==> src/rtl/dds_ctrl_pkg.sv <==
// Shared types and constants for the DDS tuning-word controller.
package dds_ctrl_pkg;

    localparam int NUM_REQ = 8;

    // Default step sizes and limits (32-bit DDS accumulator)
    localparam logic [31:0] DEF_STEP_COARSE  = 32'd429497;
    localparam logic [31:0] DEF_STEP_MICRO   = 32'd4295;
    localparam logic [31:0] DEF_STEP_NANO    = 32'd43;
    localparam logic [31:0] DEF_PHASE_STEP   = 32'd1073741824;
    localparam logic [31:0] DEF_FREQ_DEFAULT = 32'd4294967;
    localparam logic [31:0] DEF_FREQ_MAX     = 32'h7FFF_FFFF;
    localparam logic [23:0] DEF_HOLD_CYCLES  = 24'd5_000_000;
    localparam logic [23:0] DEF_REPEAT_CYCLES = 24'd1_000_000;

    typedef enum logic [1:0] {
        ST_IDLE   = 2'd0,
        ST_HOLD   = 2'd1,
        ST_REPEAT = 2'd2
    } state_t;

    // Request index follows the port order; bit 0 set means "subtract"
    typedef enum logic [2:0] {
        REQ_ADD       = 3'd0,
        REQ_SUB       = 3'd1,
        REQ_MICRO_ADD = 3'd2,
        REQ_MICRO_SUB = 3'd3,
        REQ_NANO_ADD  = 3'd4,
        REQ_NANO_SUB  = 3'd5,
        REQ_PHASE_ADD = 3'd6,
        REQ_PHASE_SUB = 3'd7
    } req_idx_t;

    function automatic logic req_is_sub(input req_idx_t idx);
        return idx[0];
    endfunction

    function automatic logic req_is_phase(input req_idx_t idx);
        return (idx[2:1] == 2'b11);
    endfunction

endpackage

==> src/rtl/tuning_word_ctrl_btn_sync.sv <==
// One-bit two-flop synchronizer for an active-low button; resets to released.
module btn_sync (
    input  logic clk,
    input  logic reset,
    input  logic d,
    output logic q
);

    logic meta;

    // Two-stage capture of the asynchronous level, idle-high on reset
    always_ff @(posedge clk) begin
        if (!reset) begin
            meta <= 1'b1;
            q    <= 1'b1;
        end else begin
            meta <= d;
            q    <= meta;
        end
    end

endmodule

==> src/rtl/tuning_word_ctrl.sv <==
// DDS frequency/phase tuning-word controller: debounced-by-FSM button
// stepping with press-and-hold auto-repeat and frequency saturation.
module tuning_word_ctrl
    import dds_ctrl_pkg::*;
#(
    parameter logic [31:0] STEP_COARSE   = DEF_STEP_COARSE,
    parameter logic [31:0] STEP_MICRO    = DEF_STEP_MICRO,
    parameter logic [31:0] STEP_NANO     = DEF_STEP_NANO,
    parameter logic [31:0] PHASE_STEP    = DEF_PHASE_STEP,
    parameter logic [31:0] FREQ_DEFAULT  = DEF_FREQ_DEFAULT,
    parameter logic [31:0] FREQ_MAX      = DEF_FREQ_MAX,
    parameter logic [23:0] HOLD_CYCLES   = DEF_HOLD_CYCLES,
    parameter logic [23:0] REPEAT_CYCLES = DEF_REPEAT_CYCLES
) (
    input  logic        clk,
    input  logic        reset,
    input  logic        sw_add_n,
    input  logic        sw_sub_n,
    input  logic        sw_micro_add_n,
    input  logic        sw_micro_sub_n,
    input  logic        sw_nano_add_n,
    input  logic        sw_nano_sub_n,
    input  logic        phase_add_n,
    input  logic        phase_sub_n,
    output logic [31:0] freq_word,
    output logic [31:0] phase_word,
    output logic        update,
    output logic        sat
);

    logic [NUM_REQ-1:0] req_n;
    logic [NUM_REQ-1:0] sync_n;
    logic [NUM_REQ-1:0] low;

    logic     dec_vld;
    req_idx_t dec_idx;
    logic     req_vld;
    req_idx_t req_idx;

    logic [1:0] prime;
    logic       armed;

    state_t     state, state_nx;
    logic [23:0] cnt, cnt_nx;
    req_idx_t   lat_idx, lat_nx;
    logic       do_step;
    logic       match;

    logic [31:0] step_amt;
    logic [32:0] sum33;
    logic [31:0] freq_calc;
    logic        sat_calc;
    logic [31:0] phase_calc;

    assign req_n = {phase_sub_n, phase_add_n, sw_nano_sub_n, sw_nano_add_n,
                    sw_micro_sub_n, sw_micro_add_n, sw_sub_n, sw_add_n};

    btn_sync u_sync [NUM_REQ-1:0] (
        .clk   (clk),
        .reset (reset),
        .d     (req_n),
        .q     (sync_n)
    );

    assign low = ~sync_n;

    // Decode: a request counts only when exactly one button is down
    always_comb begin
        dec_vld = $onehot(low);
        dec_idx = REQ_ADD;
        for (int i = 0; i < NUM_REQ; i++) begin
            if (low[i]) dec_idx = req_idx_t'(3'(i));
        end
    end

    // Register the decoded request; this stage sets the press-to-output latency
    always_ff @(posedge clk) begin
        if (!reset) begin
            req_vld <= 1'b0;
            req_idx <= REQ_ADD;
        end else begin
            req_vld <= dec_vld;
            req_idx <= dec_idx;
        end
    end

    // Arm once every button reads released. The synchronizer reset value
    // looks "released", so wait until real samples have flushed through it;
    // otherwise a button held across reset would arm immediately.
    always_ff @(posedge clk) begin
        if (!reset) begin
            prime <= 2'b00;
            armed <= 1'b0;
        end else begin
            prime <= {prime[0], 1'b1};
            if (prime[1] && (&sync_n)) armed <= 1'b1;
        end
    end

    assign match = req_vld && (req_idx == lat_idx);

    // FSM state, hold/repeat counter and latched request
    always_ff @(posedge clk) begin
        if (!reset) begin
            state   <= ST_IDLE;
            cnt     <= '0;
            lat_idx <= REQ_ADD;
        end else begin
            state   <= state_nx;
            cnt     <= cnt_nx;
            lat_idx <= lat_nx;
        end
    end

    // Next-state: step on press, after the hold delay, then every repeat period
    always_comb begin
        state_nx = state;
        cnt_nx   = cnt;
        lat_nx   = lat_idx;
        do_step  = 1'b0;
        case (state)
            ST_IDLE: begin
                if (armed && req_vld) begin
                    do_step  = 1'b1;
                    lat_nx   = req_idx;
                    cnt_nx   = '0;
                    state_nx = ST_HOLD;
                end
            end
            ST_HOLD: begin
                if (!match) begin
                    cnt_nx   = '0;
                    state_nx = ST_IDLE;
                end else if (cnt == HOLD_CYCLES - 24'd1) begin
                    do_step  = 1'b1;
                    cnt_nx   = '0;
                    state_nx = ST_REPEAT;
                end else begin
                    cnt_nx = cnt + 24'd1;
                end
            end
            ST_REPEAT: begin
                if (!match) begin
                    cnt_nx   = '0;
                    state_nx = ST_IDLE;
                end else if (cnt == REPEAT_CYCLES - 24'd1) begin
                    do_step = 1'b1;
                    cnt_nx  = '0;
                end else begin
                    cnt_nx = cnt + 24'd1;
                end
            end
            default: begin
                cnt_nx   = '0;
                state_nx = ST_IDLE;
            end
        endcase
    end

    // Step datapath: clamped frequency add/sub, wrapping phase add/sub
    always_comb begin
        case (req_idx)
            REQ_ADD, REQ_SUB:             step_amt = STEP_COARSE;
            REQ_MICRO_ADD, REQ_MICRO_SUB: step_amt = STEP_MICRO;
            REQ_NANO_ADD, REQ_NANO_SUB:   step_amt = STEP_NANO;
            default:                      step_amt = PHASE_STEP;
        endcase
        sum33     = {1'b0, freq_word} + {1'b0, step_amt};
        freq_calc = freq_word;
        sat_calc  = 1'b0;
        if (req_is_sub(req_idx)) begin
            if (step_amt > freq_word) begin
                freq_calc = '0;
                sat_calc  = 1'b1;
            end else begin
                freq_calc = freq_word - step_amt;
            end
        end else begin
            if (sum33 > {1'b0, FREQ_MAX}) begin
                freq_calc = FREQ_MAX;
                sat_calc  = 1'b1;
            end else begin
                freq_calc = sum33[31:0];
            end
        end
        phase_calc = req_is_sub(req_idx) ? (phase_word - step_amt)
                                         : (phase_word + step_amt);
    end

    // Output words and one-cycle update/sat pulses; one word per step
    always_ff @(posedge clk) begin
        if (!reset) begin
            freq_word  <= FREQ_DEFAULT;
            phase_word <= '0;
            update     <= 1'b0;
            sat        <= 1'b0;
        end else begin
            update <= do_step;
            sat    <= 1'b0;
            if (do_step) begin
                if (req_is_phase(req_idx)) begin
                    phase_word <= phase_calc;
                end else begin
                    freq_word <= freq_calc;
                    sat       <= sat_calc;
                end
            end
        end
    end

endmodule

==> config.mk <==
export PLATFORM = sky130hd
export DESIGN_NAME = tuning_word_ctrl
export DESIGN_NICKNAME = d
export VERILOG_FILES = /design/src/rtl/dds_ctrl_pkg.sv /design/src/rtl/tuning_word_ctrl_btn_sync.sv /design/src/rtl/tuning_word_ctrl.sv
export SDC_FILE = /design/constraint.sdc
export NUM_CORES = 1
export LEC_CHECK = 0
export BUFFER_PORTS_ARGS = -buffer_cell sky130_fd_sc_hd__buf_2
export CAP_MARGIN = 20
export CORE_MARGIN = 5
export CORE_UTILIZATION = 25
export DETAILED_ROUTE_END_ITERATION = 6
export PLACE_DENSITY_LB_ADDON = 0.1
export RECOVER_POWER = 50
export SLEW_MARGIN = 20
export SYNTH_ARGS = -nofsm -noshare
export SYNTH_HDL_FRONTEND = slang
export SYNTH_SLANG_ARGS = --single-unit
==> constraint.sdc <==
create_clock -name clk -period 12.23 [get_ports clk]
set_clock_uncertainty 0.1 [all_clocks]
set_input_delay 1.8345 -clock clk [delete_from_list [all_inputs] [get_ports clk]]
set_output_delay 1.8345 -clock clk [all_outputs]
set_load 0.05 [all_outputs]
==> reports/metrics.csv, run 1 <==
metric,value,unit
holdWs,0.303,ns
coreArea,34500,um^2
finalHoldViolations,0,
syn_area_per_cell,7.79,um^2
grt_util_all_layers,14.5,%
maxSlewHeadroom,-87.7,%
worstSkewPairLatency,0.44,ns
rows,68,
die_y,197,um
wl_per_cell,16.9,um
cts_resized,0,
final_cell_area,10100,um^2
drt_first_pass_iters,4,
clkTransAtPathRegs,0.06,ns
setup_tns,0,ns
dieArea,38900,um^2
postPlaceCellArea,9570,um^2
antenna_found_initial,0,
dpl.cell_count,1617,
yosysSeqAreaShare,27.0,%
synth-seq-cells,118,
max_freq,178,MHz
via_per_inst,4.91,
maxCapViolations,2,
cts_sinks,118,
setup_violations,0,
crit_arrival,5.86,ns
yosys_warnings,0,
path_max_fanout,55,
synth_top_cell_by_area,dfxtp_1,
synth_top_area_share,27.0,%
drcViolationCount,0,
num_vias,8090,
p_leak,4.10,nW
outcome,"finished, violations left",
drt-total-wl,27.9,mm
drv_slew,99,
hold_class,reg -> reg,
worstSetupEndpointType,flop,
rsz0062_at_grt,false,
period_share,45.8,%
drive_gt1_share,7.71,%
numPortBuffers,75,
regArea,2360,um^2
cp_data_required_time,12.48,ns
synthFlopType,dfxtp_1,
start_util,25.3,%
grt_pass1_wl,45.0,mm
initialDrtViolationCount,325,
ant_nets,0,
layout.cells.non_filler,1649,
n_antenna_cell,0,
synth.area.top_cells,"dfxtp_1 (27%), ha_1 (11%), a21oi_1 (7.1%), nand2_1 (4.9%), nor2_1 (4.5%)",
violations,"max-capacitance violations, max-slew violations",
nNetsFinal,1275,
io_pins,76,
powerDensity,115,nW/um^2
startpoint_type,primary input,
grt_pass1_vias,8083,
numCtsBuffers,17,
yosysUniqueCellTypes,82,
synth_area,8750,um^2
period_minus_slack,5.60,ns
cts_setup_buffers,0,
cts_hold_buf,0,
clockBufferDepth,2,
fill_cells,3822,
synth_nets,1218,
peakVddDrop,99.5,uV
cts_tree,done,
grt_max_degree,56,
synthArstFlopShare,0,%
path_class,in -> reg,
synthToLayoutAreaGrowth,15.1,%
synth_edf_count,0,
gp_congestion,0.835,
cts_root_buffer,clkbuf_16,
multiInputGateArea,6000,um^2
htreeDepth,4,
die_width,197,um
grt.overflow.total,0,
syn_inst,1124,
place_hpwl,20.3,mm
tightestPinTransition,2.82,ns
[metrics by stage]
stage	power (mW)	setup slack, ns	utilization (%)
floorplan	0.597	8.18	-
finish	1.16	6.63	29.2
global placement	0.665	7.12	27.7
detailed placement	0.660	6.87	27.7
global route	1.23	6.11	29.2
CTS	1.18	6.83	29.4
[registers in the layout, indices dropped and copies added, names as in the netlist]
register	cells
req_idx	3
req_vld	1
cnt	24
lat_idx	3
u_sync.meta	8
prime	2
freq_word	32
sat	1
armed	1
update	1
phase_word	32
u_sync.q	8
state	2
[synth_stat cells (11+ instances only)]
cell type / number
xnor2_1: 43
a211oi_1: 12
nor3_1: 16
a31oi_1: 15
buf_2: 11
o21ai_0: 59
nand2_1: 115
nor2b_1: 11
a21o_1: 29
nand4_1: 17
and3_1: 13
xor2_1: 33
inv_1: 54
clkbuf_1: 31
nor2_1: 106
nand3_1: 40
ha_1: 78
dfxtp_1: 118
nand2b_1: 30
a21oi_1: 125
[cell usage in the layout (no fill, tap or decap), drive strengths merged, types with 29 or more instances in the layout]
cell type and instances:
inv 56, o21ai 65, nand3 41, nand2 116, xor2 33, clkbuf 76
a21o 29, ha 78, a21oi 125, nand2b 30, nor2 107, xnor2 43
dfxtp 118
[critical path, cell delays in order]
cell and delay, ns:
buf_2 0.07, clkbuf_1 1.98, clkinv_1 0.25, clkbuf_1 0.94
nor4b_1 0.55, nand3_1 0.12, o21ai_0 0.09
[worst paths after layout]
check	startpoint	to	slack (ns)	depth (start not counted)
worst min-delay path	u_sync[2].meta	u_sync[2].q	0.30	1
worst max-delay path	reset	phase_word[30]	6.63	7
worst min register to register	u_sync[2].meta	u_sync[2].q	0.30	1
worst max register to register	req_idx[1]	freq_word[31]	6.87	13
[metal layers]
layer / part of all wire (%) / GRT usage [%] / wire length, um
met2: 46 / 23.9 / 13000
met4: 1.5 / 4.16 / 426
met3: 3.2 / 2.68 / 902
met1: 49 / 19.4 / 13600
met5: 0 / 0 / 0
[report_power, final]
part	leakage [nW]	switching (mW)	total [mW]	internal, mW
clock	0.275	0.208	0.514	0.306
sequential	0.957	0.00976	0.403	0.393
combinational	2.86	0.157	0.247	0.0900
total	4.10	0.375	1.16	0.789
[cell type report]
type | instances | share of cell area (%)
multi-input combinational | 906 | 59.5
sequential | 118 | 23.4
tap | 455 | 5.65
clock buffer | 18 | 4.36
timing repair buffer | 82 | 3.45
inverter | 56 | 2.09
clock inverter | 14 | 1.50
[cell families (layout without fill, tap and decap cells)]
| group | Yosys count | after routing | synth area share, % |
|---|---|---|---|
| muxes | 5 | 5 | 0.572 |
| DFF | 118 | 118 | 27.0 |
| and+or+nand+nor | 409 | 409 | 23.0 |
| buffers and inverters | 100 | 170 | 4.49 |
| xor gates and xnor gates | 76 | 76 | 7.60 |
| adders and majority gates | 84 | 84 | 12.5 |
| AOI/OAI and AO/OA | 332 | 332 | 24.8 |
(Power assumes the default switching activity.)
==> run 2, diff against run 1 <==
- clock period: 12.23 -> 5.15 ns (I/O delays scaled with it)
==> run 2 against run 1 <==
Compared with the run above: the run still ends with max-capacitance violations, max-slew violations left; via count decreased by 0.78%; critical endpoint is now freq_word[31]; die area did not move; register-to-register slack worse by 6.5 ns; non-clock buffer count increased by 7; hold slack better by 0.0030 ns; worst setup slack worse by 6.3 ns; wire length is 1.0% lower; first-iteration DRC count up 18%; power grew 140%.
==> reports/metrics.csv, run 2 (synthesized netlist as in run 1, its figures left out) <==
metric,value,unit,change
drv_slew,43,,-57%
reg_top3,"freq_word: 32 flops, phase_word: 32 flops, cnt: 24 flops",,
maxSlewHeadroom,-49.2,%,+39 points
crit_chain,ha_1 -> clkinv_1 -> ha_1 -> fa_1 -> nor2b_1 -> o221ai_1 -> a2111oi_0 -> o21bai_1 -> a31oi_2 -> nor2_1 -> nor2_1 -> buf_4 -> and4b_1 -> o21a_1,,
setup_violations,0,,unchanged
gp_congestion,0.857,,+2.7%
dieArea,38900,um^2,unchanged
final_cell_mix,"a21oi_1 (125), dfxtp_1 (117), nand2_1 (115), nor2_1 (106), ha_1 (78)",,
slowest_stage,a2111oi_0,,
drive_gt1_share,7.17,%,-0.53 points
grt_pass1_vias,8000,,-1.0%
cts_setup_buffers,0,,unchanged
max_stage_delay,0.86,ns,-1.12 ns
drt_first_pass_iters,5,,+1
initialDrtViolationCount,384,,+18%
path_class,reg -> reg,,
cts_sinks,118,,unchanged
max_freq,208,MHz,
cts_hold_buf,0,,unchanged
coreArea,34500,um^2,unchanged
crit_arrival,5.08,ns,-0.78 ns
peakVddDrop,243,uV,+140%
worstSkewPairLatency,0.43,ns,about the same
drcViolationCount,0,,unchanged
p_leak,4.11,nW,+0.41%
period_share,93.5,%,
rows,68,,unchanged
ant_nets,0,,unchanged
powerDensity,280,nW/um^2,+140%
numCtsBuffers,17,,unchanged
worstSetupEndpointType,flop,,
cts_resized,0,,unchanged
num_vias,8027,,-0.78%
numPortBuffers,75,,unchanged
clkTransAtPathRegs,0.06,ns,about the same
die_width,197,um,unchanged
setup_tns,0,ns,unchanged
multiInputGateArea,5980,um^2,-0.31%
fill_cells,3873,,+1.3%
n_antenna_cell,0,,unchanged
antenna_found_initial,0,,unchanged
cp_data_required_time,5.42,ns,-7.06 ns
finalHoldViolations,0,,unchanged
violations,"max-capacitance violations, max-slew violations",,
die_y,197,um,unchanged
synthToLayoutAreaGrowth,15.8,%,
grt_max_degree,55,,-1.8%
regArea,2360,um^2,unchanged
wl_per_cell,16.7,um,-1.3%
start_util,25.3,%,unchanged
grt_util_all_layers,14.3,%,-0.18 points
tightestPinTransition,2.24,ns,-0.578 ns
drt-total-wl,27.6,mm,-1.0%
via_per_inst,4.85,,-1.1%
maxCapViolations,1,,-1
nNetsFinal,1282,,+0.55%
htreeDepth,4,,unchanged
outcome,"finished, violations left",,
place_hpwl,20.4,mm,+0.69%
clockBufferDepth,2,,unchanged
grt.overflow.total,0,,unchanged
grt_pass1_wl,44.8,mm,-0.46%
cts_tree,done,,
startpoint_type,flop,,
io_pins,76,,unchanged
layout.cells.most_common,a21oi_1,,
rsz0062_at_grt,false,,
hold_class,reg -> reg,,
total_power,2.84,mW,+140%
period_minus_slack,4.81,ns,
cts_root_buffer,clkbuf_16,,
path_max_fanout,11,,-80%
run 2: changes by cell type in the layout (fill, tap and decap cells not counted):
cell	change
buf_2	-12
buf_4	+9
bufinv_16	+2
clkbuf_1	+10
clkinv_4	-1
clkinvlp_4	-2
inv_6	-1
o32ai_1	+1
o32ai_4	-1
run 2: report_power, final:
group / internal, mW / leakage, nW / switching, mW
Clock: 0.817 / 0.294 / 0.468
Combinational: 0.220 / 2.86 / 0.375
Sequential: 0.934 / 0.957 / 0.0226
run 2: critical path, delay by kind of cell, from the launching register on:
family,cells,cell delay [ns]
AOI/OAI and AO/OA,5,1.81
adders and majority gates,3,1.16
and+or+nand+nor,4,0.84
DFF,1,0.48
buffers and inverters,2,0.35
run 2: area by class of cell:
class | count | share of cell area [%]
clock buffer | 18 | 4.33
clock inverter | 12 | 1.77
inverter | 56 | 2.07
multi-input combinational | 906 | 59.0
sequential | 118 | 23.3
tap | 455 | 5.62
timing repair buffer | 89 | 3.88
run 2: routing by layer:
metal  track usage [%]  vias up  share of wire (%)
met5                 0        -                  0
met4              3.29        0                1.1
met3              3.04       16                3.6
met2              23.1      116                 46
met1              19.7     3764                 49
li1                  -     4131                  -
run 2: path summary, 6_finish.rpt:
path / from / to / slack (ns) / cells past startpoint
setup / recovery: req_idx[1] / freq_word[31] / 0.34 / 14
setup reg to reg: req_idx[1] / freq_word[31] / 0.34 / 14
hold / removal: u_sync[0].meta / u_sync[0].q / 0.31 / 1
hold reg to reg: u_sync[0].meta / u_sync[0].q / 0.31 / 1
run 2: per-stage QoR:
stage                     util, %  hold WS, ns  cell area [um^2]  setup WS [ns]  std cells
final                        29.3        0.306             10100          0.337       1654
after floorplan                 -        0.286              8750           1.10       1124
after global routing         29.3        0.327             10100         0.0433       1654
after global placement       27.9        0.292              9620          0.448       1624
after detailed placement     27.9        0.297              9620          0.501       1624
after CTS                    29.6        0.310             10200          0.449       1654
==> run 3, diff against run 2 <==
- clock period: 5.15 -> 6 ns (I/O delays scaled with it)
==> run 3 against run 2 <==
Compared with the run above: the run still ends with max-capacitance violations, max-slew violations left; sequential share of layout area increased by 0.061 points; sequential cell count did not move; global-route usage decreased by 0.11 points; worst setup slack improved by 0.70 ns; register-to-register slack gained 0.70 ns; combinational power down 15%; wire length decreased by 0.91%.
==> reports/metrics.csv, run 3 (synthesized netlist as in run 1, its figures left out) <==
metric,value,unit,change
power.share.sequential,34.8,%,+1.1 points
numCtsBuffers,17,,unchanged
final_util,29.3,%,-0.076 points
outcome,"finished, violations left",,
r2r_start,req_idx[1],,
hp-start,u_sync[3].meta,,
layout.cells.most_common,a21oi_1,,
maxSlewHeadroom,-39.9,%,+9.2 points
hold_end,u_sync[3].q,,
drt_first_pass_iters,4,,-1
die_width,197,um,unchanged
worstSkewPairLatency,0.43,ns,about the same
grt_pass1_wl,44.3,mm,-1.1%
netSwitchingPower,0.742,mW,-14%
p_leak,4.09,nW,-0.61%
regToRegEndpoint,freq_word[19],,
violations,"max-capacitance violations, max-slew violations",,
wl_per_cell,16.5,um,-0.97%
dpl.cell_count,1623,,-0.062%
power_frac_clock,43.8,%,-1.5 points
final_cell_area,10100,um^2,-0.26%
grt_pass1_vias,7974,,-0.33%
tightestPinTransition,2.10,ns,-0.138 ns
period_minus_slack,4.96,ns,+0.148 ns
path_class,reg -> reg,,
place_hpwl,20.2,mm,-1.3%
setup_ws,1.04,ns,+0.702 ns
postPlaceCellArea,9620,um^2,about the same
period_share,82.7,%,-11 points
cts_hold_buf,0,,unchanged
ant_nets,0,,unchanged
htreeDepth,4,,unchanged
coreArea,34500,um^2,unchanged
max_freq,202,MHz,-3.0%
cts_setup_buffers,0,,unchanged
holdWs,0.304,ns,-0.00195 ns
layout.cells.non_filler,1655,,+0.060%
drv_slew,37,,-14%
nNetsFinal,1281,,-0.078%
clkTransAtPathRegs,0.06,ns,about the same
clockBufferDepth,2,,unchanged
hold_class,reg -> reg,,
finalHoldViolations,0,,unchanged
cts_resized,0,,unchanged
powerDensity,233,nW/um^2,-17%
peakVddDrop,201,uV,-17%
total_power,2.36,mW,-17%
cts_root_buffer,clkbuf_16,,
path_max_fanout,11,,unchanged
grt_util_all_layers,14.2,%,-0.11 points
cts_tree,done,,
cell_internal_pwr,1.62,mW,-18%
r2r_cells,13,,-1
cts_sinks,118,,unchanged
rows,68,,unchanged
n_antenna_cell,0,,unchanged
num_vias,7964,,-0.78%
cp_data_required_time,6.26,ns,+0.84 ns
via_per_inst,4.81,,-0.84%
rsz0062_at_grt,false,,
setup_tns,0,ns,unchanged
drcViolationCount,0,,unchanged
final_cell_mix,"a21oi_1 (125), dfxtp_1 (117), nand2_1 (115), nor2_1 (106), ha_1 (78)",,
dp_slack,1.05,ns,+0.544 ns
dieArea,38900,um^2,unchanged
crit_arrival,5.22,ns,+0.14 ns
antenna_found_initial,0,,unchanged
numPortBuffers,75,,unchanged
io_pins,76,,unchanged
p_sw_share,31.5,%,+0.94 points
reg_top3,"freq_word: 32 flops, phase_word: 32 flops, cnt: 24 flops",,
holdPathStages,1,,unchanged
maxCapViolations,1,,unchanged
grt.overflow.total,0,,unchanged
initialDrtViolationCount,272,,-29%
start_util,25.3,%,unchanged
rrSetupSlack,1.04,ns,+0.70 ns
worstSetupEndpointType,flop,,
synthToLayoutAreaGrowth,15.5,%,
gp_congestion,0.826,,-3.7%
combPwrFrac,21.4,%,+0.4 points
setup_violations,0,,unchanged
grt_max_degree,47,,-15%
startpoint_type,flop,,
drive_gt1_share,7.25,%,+0.077 points
drt-total-wl,27.3,mm,-0.91%
die_y,197,um,unchanged
## run 3: final cells by class
cell class              count  area (um^2)
clock buffers              19          453
fillers                  3854        24400
repair buffers             88          382
inverters                  56          210
flip-flops and latches    118         2360
clock inverters            13          131
well taps                 455          569
multi-input cells         906         6000
## run 3: worst max-delay path by stage
stage,to,startpoint,cells after the start
after floorplan,freq_word[9],req_idx[1],16
after global placement,freq_word[19],req_idx[1],13
after detailed placement,freq_word[19],req_idx[1],13
after CTS,freq_word[19],req_idx[1],13
after global routing,freq_word[19],req_idx[1],13
final,freq_word[19],req_idx[1],13
## run 3: critical path: stages (launching register included)
cell	delay, ns
dfxtp_1	0.48
ha_1	0.46
clkinv_1	0.15
ha_1	0.25
fa_1	0.42
nor2b_1	0.17
o221ai_1	0.23
a2111oi_0	0.72
o21bai_1	0.29
a31oi_2	0.33
nor2_1	0.26
nor2_1	0.66
o21ai_0	0.19
a31oi_1	0.19
## run 3: power groups by stage
| stage | combinational [mW] | clock (mW) | sequential (mW) |
|---|---|---|---|
| finish | 0.506 | 1.03 | 0.821 |
| global route | 0.567 | 1.10 | 0.823 |
| CTS | 0.515 | 1.07 | 0.821 |
| detailed placement | 0.511 | 0 | 0.838 |
| global placement | 0.519 | 0 | 0.839 |
| floorplan | 0.369 | 0 | 0.847 |
## run 3: layer usage
layer	routed length [um]	part of all wire [%]	global-route usage (%)	up-vias
met3	884	3.2	2.73	19
met5	0	0	0	-
met1	13400	49	18.8	3691
met2	12700	47	23.4	112
met4	372	1.4	4.60	0
li1	-	-	-	4142
